## config.mk

```make
export PLATFORM = sky130hd
export DESIGN_NAME = logic_unit_serial_flat
export DESIGN_NICKNAME = d
export VERILOG_FILES = /design/src/rtl/logic_unit_serial_if.sv /design/src/rtl/logic_unit_serial.sv /design/src/flat_wrapper.sv
export SDC_FILE = /design/constraint.sdc
export NUM_CORES = 1
export LEC_CHECK = 0
export BUFFER_PORTS_ARGS = -buffer_cell sky130_fd_sc_hd__buf_2
export CAP_MARGIN = 20
export CORE_ASPECT_RATIO = 0.7
export CORE_MARGIN = 5
export CORE_UTILIZATION = 57
export DETAILED_ROUTE_END_ITERATION = 6
export HOLD_SLACK_MARGIN = 0.05
export PLACE_DENSITY = 0.85
export SLEW_MARGIN = 5
export SYNTH_ARGS = -nofsm -noshare
export SYNTH_HDL_FRONTEND = slang
export SYNTH_SLANG_ARGS = --single-unit
```

## constraint.sdc

```tcl
create_clock -name clk -period 2.09 [get_ports clk]
set_input_delay 0.209 -clock clk [delete_from_list [all_inputs] [get_ports clk]]
set_output_delay 0.209 -clock clk [all_outputs]
set_load 0.01 [all_outputs]
```

## src/rtl/logic_unit_serial_if.sv

```systemverilog
// ============================================================================
// Module   : logic_unit_serial_if
// Purpose  : Request/response bundle between the execute stage and the serial
//            logic unit. Optional Zero output under LOGIC_UNIT_ZERO_FLAG_EN.
// Revision : 1.0 - initial release
// ============================================================================
`default_nettype none

interface logic_unit_serial_if #(
   parameter int DATA_WIDTH    = 32,
   parameter int OPCODE_LENGTH = 4
);
   logic                     in_valid;
   logic                     in_ready;
   logic [OPCODE_LENGTH-1:0] Operation;
   logic [DATA_WIDTH-1:0]    SrcA;
   logic [DATA_WIDTH-1:0]    SrcB;
   logic                     out_valid;
   logic                     out_ready;
   logic [DATA_WIDTH-1:0]    Rd;
   logic                     illegal_op;
   logic                     busy;
`ifdef LOGIC_UNIT_ZERO_FLAG_EN
   logic                     Zero;
`endif

   modport master (
      output in_valid, Operation, SrcA, SrcB, out_ready,
      input  in_ready, out_valid, Rd, illegal_op, busy
`ifdef LOGIC_UNIT_ZERO_FLAG_EN
      , input Zero
`endif
   );

   modport slave (
      input  in_valid, Operation, SrcA, SrcB, out_ready,
      output in_ready, out_valid, Rd, illegal_op, busy
`ifdef LOGIC_UNIT_ZERO_FLAG_EN
      , output Zero
`endif
   );
endinterface

`default_nettype wire

```

## src/rtl/logic_unit_serial.sv

```systemverilog
// ============================================================================
// Module   : logic_unit_serial
// Purpose  : Multi-cycle AND/OR/XOR/XNOR unit, CHUNK_WIDTH bits per cycle.
//            Optional Zero flag under LOGIC_UNIT_ZERO_FLAG_EN.
// Revision : 1.0 - initial release
// ============================================================================
`default_nettype none

module logic_unit_serial #(
   parameter int DATA_WIDTH    = 32,
   parameter int OPCODE_LENGTH = 4,
   parameter int CHUNK_WIDTH   = 8
) (
   input  wire logic           clk,
   input  wire logic           reset,
   logic_unit_serial_if.slave  bus
);

   localparam int N     = DATA_WIDTH / CHUNK_WIDTH;
   localparam int CNT_W = (N > 1) ? $clog2(N) : 1;

   localparam logic [1:0] c_IDLE = 2'd0;
   localparam logic [1:0] c_RUN  = 2'd1;
   localparam logic [1:0] c_DONE = 2'd2;

   localparam logic [OPCODE_LENGTH-1:0] c_OP_AND  = OPCODE_LENGTH'(0);
   localparam logic [OPCODE_LENGTH-1:0] c_OP_OR   = OPCODE_LENGTH'(1);
   localparam logic [OPCODE_LENGTH-1:0] c_OP_XOR  = OPCODE_LENGTH'(3);
   localparam logic [OPCODE_LENGTH-1:0] c_OP_XNOR = OPCODE_LENGTH'(4);

   logic [1:0]               r_state;
   logic [1:0]               w_nextState;
   logic [DATA_WIDTH-1:0]    r_srcA;
   logic [DATA_WIDTH-1:0]    r_srcB;
   logic [OPCODE_LENGTH-1:0] r_op;
   logic [DATA_WIDTH-1:0]    r_rd;
   logic [CNT_W-1:0]         r_cnt;
   logic                     r_illegal;
   logic                     w_lastChunk;
   logic                     w_accept;
   logic [CHUNK_WIDTH-1:0]   w_res [N];
   logic [CHUNK_WIDTH-1:0]   w_curRes;

   // Unrecognised opcodes yield zero so an illegal request still returns Rd=0.
   function automatic logic [CHUNK_WIDTH-1:0] f_op(
      input logic [OPCODE_LENGTH-1:0] op,
      input logic [CHUNK_WIDTH-1:0]   a,
      input logic [CHUNK_WIDTH-1:0]   b
   );
      case (op)
         c_OP_AND:  f_op = a & b;
         c_OP_OR:   f_op = a | b;
         c_OP_XOR:  f_op = a ^ b;
         c_OP_XNOR: f_op = ~(a ^ b);
         default:   f_op = '0;
      endcase
   endfunction

   function automatic logic f_legal(input logic [OPCODE_LENGTH-1:0] op);
      f_legal = (op == c_OP_AND) || (op == c_OP_OR) ||
                (op == c_OP_XOR) || (op == c_OP_XNOR);
   endfunction

   for (genvar g = 0; g < N; g++) begin : g_chunk
      assign w_res[g] = f_op(r_op, r_srcA[g*CHUNK_WIDTH +: CHUNK_WIDTH],
                                   r_srcB[g*CHUNK_WIDTH +: CHUNK_WIDTH]);
   end

   always_comb begin
      w_curRes = '0;
      for (int i = 0; i < N; i++) begin
         if (r_cnt == CNT_W'(i)) w_curRes = w_res[i];
      end
   end

   assign w_lastChunk = (r_cnt == CNT_W'(N - 1));
   assign w_accept    = (r_state == c_IDLE) && bus.in_valid;

   always_ff @(posedge clk) begin
      if (!reset) r_state <= c_IDLE;
      else        r_state <= w_nextState;
   end

   always_comb begin
      w_nextState = r_state;
      case (r_state)
         c_IDLE:  if (bus.in_valid)  w_nextState = c_RUN;
         c_RUN:   if (w_lastChunk)   w_nextState = c_DONE;
         c_DONE:  if (bus.out_ready) w_nextState = c_IDLE;
         default: w_nextState = c_IDLE;
      endcase
   end

   always_comb begin
      bus.in_ready   = (r_state == c_IDLE);
      bus.out_valid  = (r_state == c_DONE);
      bus.busy       = (r_state != c_IDLE);
      bus.Rd         = r_rd;
      bus.illegal_op = r_illegal && (r_state == c_DONE);
   end

   always_ff @(posedge clk) begin
      if (!reset) begin
         r_srcA    <= '0;
         r_srcB    <= '0;
         r_op      <= '0;
         r_rd      <= '0;
         r_cnt     <= '0;
         r_illegal <= 1'b0;
      end else if (w_accept) begin
         r_srcA    <= bus.SrcA;
         r_srcB    <= bus.SrcB;
         r_op      <= bus.Operation;
         r_rd      <= '0;
         r_cnt     <= '0;
         r_illegal <= !f_legal(bus.Operation);
      end else if (r_state == c_RUN) begin
         for (int i = 0; i < N; i++) begin
            if (r_cnt == CNT_W'(i)) r_rd[i*CHUNK_WIDTH +: CHUNK_WIDTH] <= w_curRes;
         end
         r_cnt <= r_cnt + 1'b1;
      end
   end

`ifdef LOGIC_UNIT_ZERO_FLAG_EN
   logic r_nonzero;

   always_ff @(posedge clk) begin
      if (!reset)                  r_nonzero <= 1'b0;
      else if (w_accept)           r_nonzero <= 1'b0;
      else if (r_state == c_RUN)   r_nonzero <= r_nonzero | (|w_curRes);
   end

   assign bus.Zero = !r_nonzero && (r_state == c_DONE);
`endif

endmodule

`default_nettype wire

```

## src/flat_wrapper.sv

```systemverilog
// flat-port wrapper written by rule: the top's interface ports become plain ports
module logic_unit_serial_flat 
#(
   parameter int DATA_WIDTH    = 32,
   parameter int OPCODE_LENGTH = 4,
   parameter int CHUNK_WIDTH   = 8
)
  (clk, reset, bus_in_valid, bus_Operation, bus_SrcA, bus_SrcB, bus_out_ready, bus_in_ready, bus_out_valid, bus_Rd, bus_illegal_op, bus_busy);
  logic_unit_serial_if #(.DATA_WIDTH(DATA_WIDTH), .OPCODE_LENGTH(OPCODE_LENGTH)) bus_i ();
  input  wire logic clk;
  input  wire logic reset;
  input wire logic [$bits(bus_i.in_valid)-1:0] bus_in_valid;
  input wire logic [$bits(bus_i.Operation)-1:0] bus_Operation;
  input wire logic [$bits(bus_i.SrcA)-1:0] bus_SrcA;
  input wire logic [$bits(bus_i.SrcB)-1:0] bus_SrcB;
  input wire logic [$bits(bus_i.out_ready)-1:0] bus_out_ready;
  output wire logic [$bits(bus_i.in_ready)-1:0] bus_in_ready;
  output wire logic [$bits(bus_i.out_valid)-1:0] bus_out_valid;
  output wire logic [$bits(bus_i.Rd)-1:0] bus_Rd;
  output wire logic [$bits(bus_i.illegal_op)-1:0] bus_illegal_op;
  output wire logic [$bits(bus_i.busy)-1:0] bus_busy;
  assign bus_i.in_valid = bus_in_valid;
  assign bus_i.Operation = bus_Operation;
  assign bus_i.SrcA = bus_SrcA;
  assign bus_i.SrcB = bus_SrcB;
  assign bus_i.out_ready = bus_out_ready;
  assign bus_in_ready = bus_i.in_ready;
  assign bus_out_valid = bus_i.out_valid;
  assign bus_Rd = bus_i.Rd;
  assign bus_illegal_op = bus_i.illegal_op;
  assign bus_busy = bus_i.busy;
  logic_unit_serial #(.DATA_WIDTH(DATA_WIDTH), .OPCODE_LENGTH(OPCODE_LENGTH), .CHUNK_WIDTH(CHUNK_WIDTH)) u_core (.clk(clk), .reset(reset), .bus(bus_i));
endmodule
```

---- Yosys cells after proc, flatten, opt, wreduce, memory -nomap -nowiden ----
Index checks and enable logic that the tools add are counted.
cells by class
  reduce and logical (&&, ||, !) cells .... 17
  multipliers ............................. 0
  mux-type cells .......................... 11
  divide/modulo/power cells ............... 0
  magnitude comparators ................... 0
  shift operators ......................... 0
  bitwise logic cells ..................... 17
  add/sub/neg operators ................... 1
  equal/unequal tests ..................... 14
operators by type and width
  cell                                                                      count
  8-bit one-hot mux with 4 select lines                                     4
  8-bit AND                                                                 4
  8-bit NOT                                                                 4
  8-bit OR                                                                  4
  8-bit XOR                                                                 4
  8-bit two-way mux                                                         3
  4-bit by 1-bit == test with 1-bit output (second input constant)          2
  4-bit by 2-bit == test with 1-bit output (second input constant)          2
  4-bit by 3-bit == test with 1-bit output (second input constant)          2
  4-bit logical NOT                                                         2
  2-bit AND reduction                                                       4
  2-bit == test (second input constant)                                     3
  2-bit two-way mux                                                         3
  2-bit one-hot mux with 3 select lines                                     1
  2-bit by 1-bit == test with 1-bit output (second input constant)          2
  2-bit logical NOT                                                         2
  2-bit inequality test (second input constant)                             2
  1-bit logical OR                                                          3
  3-bit AND reduction                                                       1
  2-bit by 1-bit adder with 2-bit output (second input constant)            1
  1-bit logical AND                                                         2
  2-bit by 1-bit inequality test with 1-bit output (second input constant)  1
  2-bit nonzero test                                                        1
  2-bit OR reduction                                                        1
  other kinds (2)                                                           2
word-level totals
  register bits after elaboration ......... 105
  output and inout bits ................... 36
  memories kept ........................... 0
  bits in latches ......................... 0
  memory bits (read-only) ................. 0
  memory bits (writable) .................. 0

---- Depth between registers and ports, before layout ----
  depth in word-level cells ............... 6
  mapped depth ............................ 9
  depth with buffers taken out ............ 7

---- Least setup slack after synthesis ----
Ideal clock, no wire load.
  path kind ............................... register to register
  start ................................... register u_core.r_op[1]
  end ..................................... register u_core.r_rd[11] (netlist: u_core.bus.Rd[11])
  required time ........................... 2,031 ps
  cell stages (with the launch flop) ...... 7
  library setup time ...................... 59 ps
  clock period less this slack ............ 1,930 ps
  path slack .............................. 160 ps
  arrival time ............................ 1,870 ps
  buffers on the path ..................... 2
  path through ............................ dfxtp_1 > buf_6 > or4b_4 > buf_6 > o221a_1 > nor4_2 > a22o_1
between the ends
  cells in the longest elaborated chain, start to end .. 5
  elaborated cells between the ends (all ways) .. 11
RTL lines
  item                                                                    RTL line                  source
  start: declaration                                                      logic_unit_serial.sv:35   logic [OPCODE_LENGTH-1:0] r_op;
  start signal: assignment                                                logic_unit_serial.sv:113  r_op <= bus.Operation;
  4-bit by 3-bit == test with 1-bit output, or another cell as far along  logic_unit_serial.sv:50   case (op)
  8-bit one-hot mux with 4 select lines                                   logic_unit_serial.sv:50
  8-bit two-way mux (2 in a row)                                          logic_unit_serial.sv:72   if (r_cnt == CNT_W'(i)) w_curRes = w_res[i];
  8-bit two-way mux *                                                     logic_unit_serial.sv:72
  end signal: indexed assignment                                          logic_unit_serial.sv:119  if (r_cnt == CNT_W'(i)) r_rd[i*CHUNK_WIDTH +: CHUNK_WIDTH] <= w_curRes;
  end: declaration                                                        logic_unit_serial.sv:36   logic [DATA_WIDTH-1:0] r_rd;
Mark *: on every way between the ends. The rest lies on a longest branch, timed or not.
A chain may end at the register's enable or synchronous reset.

---- Final worst setup path ----
  start ................................... register u_core.r_op[2]
  end ..................................... register u_core.r_rd[2] (netlist: u_core.bus.Rd[2])
Same word-level chain as after synthesis.

==> run metrics <==
Clock Path Buffers=2; Final Wtd Congestion=0.961; Layout area overhead=22.3%; Post-Syn Instances=about 770; EDFF count, synth=0; status=completed; via/cell ratio=~5.5; diodes inserted=0; HP Class=primary input to register; Die Area=about 13,000 um2; distinct cell type count of the synthesized netlist=61; fin crit period=around 2.1 ns; Die X=between 100 and 150 um; clock network power share=34.9%; sink count of the clock tree=between 100 and 150; crit end category=register; ys flop type=dfxtp_1; top post-synthesis cells by area=dfxtp_1, ha_1, nand2_1; FFs w/ async S/R, synth=0%; remaining antenna violation count after routing=0; Arrival @ worst endpoint=about 2.4 ns; fin util=between 70% and 80%; Synth top area share=about a third; number of top-level pins=around 110; Min Hold Slack=~0.10 ns; Final Hold Violating Endpoints=0; post-synthesis cell area=between 6000 and 7000 um2; DR WL/cell=between 15 and 20 um; number of port buffers=roughly 110; Worst Tran Pin Value=roughly 0.7 ns; sw frac=28.5%; crit path max fanout=10; commonest non-fill, non-tap cells in the layout=nand2_1, buf_2, dfxtp_1, inv_1, a21boi_0; Lkg Pwr=roughly 3.4 nW; post-synthesis sequential element count=between 100 and 150; starting density of the core=a little under 60%; worst slew slack as a fraction of its limit=54.4%; max-slew violations=0; Clock Latency Late Sink=around 0.35 ns; Residual DRC=0; CORE AREA=10,900 um2; Row Count=32; Warnings, synthesis=0; starting DRC count in detailed routing=between 400 and 500; final worst path period share=98.9%; CP Class=register to register; overall routing resource usage=25.2%; pre-CTS setup slack=-0.151 ns; Fin Clk Skew=0.00927 ns; CTS tree=built; layout cells sized above 1=about a quarter; CP required=2.38 ns; Avg Cell Area, Syn=between 8 and 9 um2; Post-Layout Cell Count=around 1,100; Reg clk slew, reported paths=about 0.07 ns; Post-DP HPWL=13,000 um; startpoint types=register; Net Sw Power=approximately 0.0014 W; Final Net Count=~1,000; final WL=17,300 um; final setup fails=0; Cell Pwr Density=635 nW/um2; most common cell after layout, fill and taps aside=nand2_1; global-route wire length before repair=around 27,000 um; post-synthesis sequential area ratio=between 30 and 40%; post-cts hold buffer count=0; area leader, netlist=dfxtp_1; CTS root buf=clkbuf_16; VDD IR max=roughly 540 uV; H-Tree Depth=3; MaxCap Viol Count=0; largest net degree at the start of global routing=76; Max Clk Rate=between 400 and 500 MHz; power share of the sequential group=roughly 45%; worst setup margin=between 0.02 and 0.025 ns; via count=between 5,000 and 6,000; iteration count of the initial detailed-routing pass=5; Int Pwr=about 0.0035 W; Die H=about 98 um; clock buffer count from CTS=9; post-placement cell count=approximately 1,000; total gr overflow=0; Final Power=between 0.004 and 0.005 W; initial antenna violation count=1; Combinational Power Share=about a fifth; vias in the first global route=between 5,000 and 6,000; Synthesized Nets=about 910
routing by layer:
layer / routed length [um] / global-route usage, % / share of wire, % / vias to the layer above
met2: 7370 / 37.8 / 43 / 254
met5: 0 / 0 / 0 / -
li1: - / - / - / 2850
met1: 7950 / 36.0 / 46 / 2679
met3: 1680 / 7.31 / 9.7 / 31
met4: 286 / 5.81 / 1.7 / 0
power by group through the flow:
stage / clock network (W) / logic (W) / registers, W
floorplan: 0 / 0.000569 / 0.00220
global placement: 0 / 0.000895 / 0.00222
detailed placement: 0 / 0.000914 / 0.00223
CTS: 0.00172 / 0.000932 / 0.00218
global route: 0.00179 / 0.00108 / 0.00220
finish: 0.00170 / 0.000984 / 0.00219
worst paths after layout:
check                     from           endpoint  slack [ns]  cells past startpoint
max             u_core.r_op[2]   u_core.bus.Rd[2]        0.02                      5
min               bus_SrcA[25]  u_core.r_srcA[25]        0.10                      3
max reg2reg     u_core.r_op[2]   u_core.bus.Rd[2]        0.02                      5
min reg2reg  u_core.bus.Rd[27]  u_core.bus.Rd[27]        0.46                      2
critical path, stage by stage (launching register included):
cell	delay, ns
dfxtp_2	0.46
or4b_1	0.56
buf_4	0.20
o211a_1	0.24
nor4b_4	0.36
a22o_1	0.19
per-stage QoR:
| stage | setup TNS (ns) | instance area [um2] |
|---|---|---|
| floorplan | 0 | 6270 |
| global placement | -0.131 | 7230 |
| detailed placement | -0.867 | 7230 |
| CTS | 0 | 7560 |
| global route | -0.0494 | 7670 |
| finish | 0 | 7670 |
final cells by class:
class                           instances  area [um2]
Clock buffer                           10         239
Clock inverter                          5        56.3
Fill cell                             881        3220
Inverter                               70         263
Multi-Input combinational cell        543        3800
Sequential cell                       105        2110
Tap cell                              153         191
Timing Repair Buffer                  166        1020
flip-flops by register name, summed over array words and instances, names as in the netlist:
register          cells
u_core.r_cnt          2
u_core.bus.Rd        32
u_core.r_srcB        32
u_core.r_state        2
u_core.r_srcA        32
u_core.r_op           4
u_core.r_illegal      1
cells in the mapped netlist, drive strengths merged (4+ instances only):
master   count
a21oi       17
inv         70
a221o        5
nand2b      12
nand2      180
o21ai       14
dfxtp      105
a2bb2oi      4
a2111oi      6
mux2i       16
o211ai      11
or2          4
a22o         7
nor2b       12
and2         5
a211oi       5
nand3        5
o21a         5
mux2         6
ha          68
a21boi      69
a221oi       4
nor2        29
o221ai       7
o31ai        5
and3         5
buf         16
clkbuf      33
logic make-up after synthesis:
| kind of cell | Yosys count | share of synthesized area (%) |
|---|---|---|
| and+or+nand+nor | 270 | 19.7 |
| adders and majority gates | 68 | 13.6 |
| xor gates and xnor gates | 1 | 0.140 |
| DFF | 105 | 33.5 |
| buffers and inverters | 119 | 7.74 |
| muxes | 22 | 3.63 |
| AOI/OAI and AO/OA | 182 | 21.8 |
timing repair:
item                                    in CTS  in global routing
endpoints found under the setup margin      13                 18
endpoints found under the hold margin        0                  0
pin swaps                                    1                  3
buffers inserted                             0                  3
resized for setup                           12                 17
cloned                                       0                  0
Note: power is estimated with default switching activity, not from simulation.
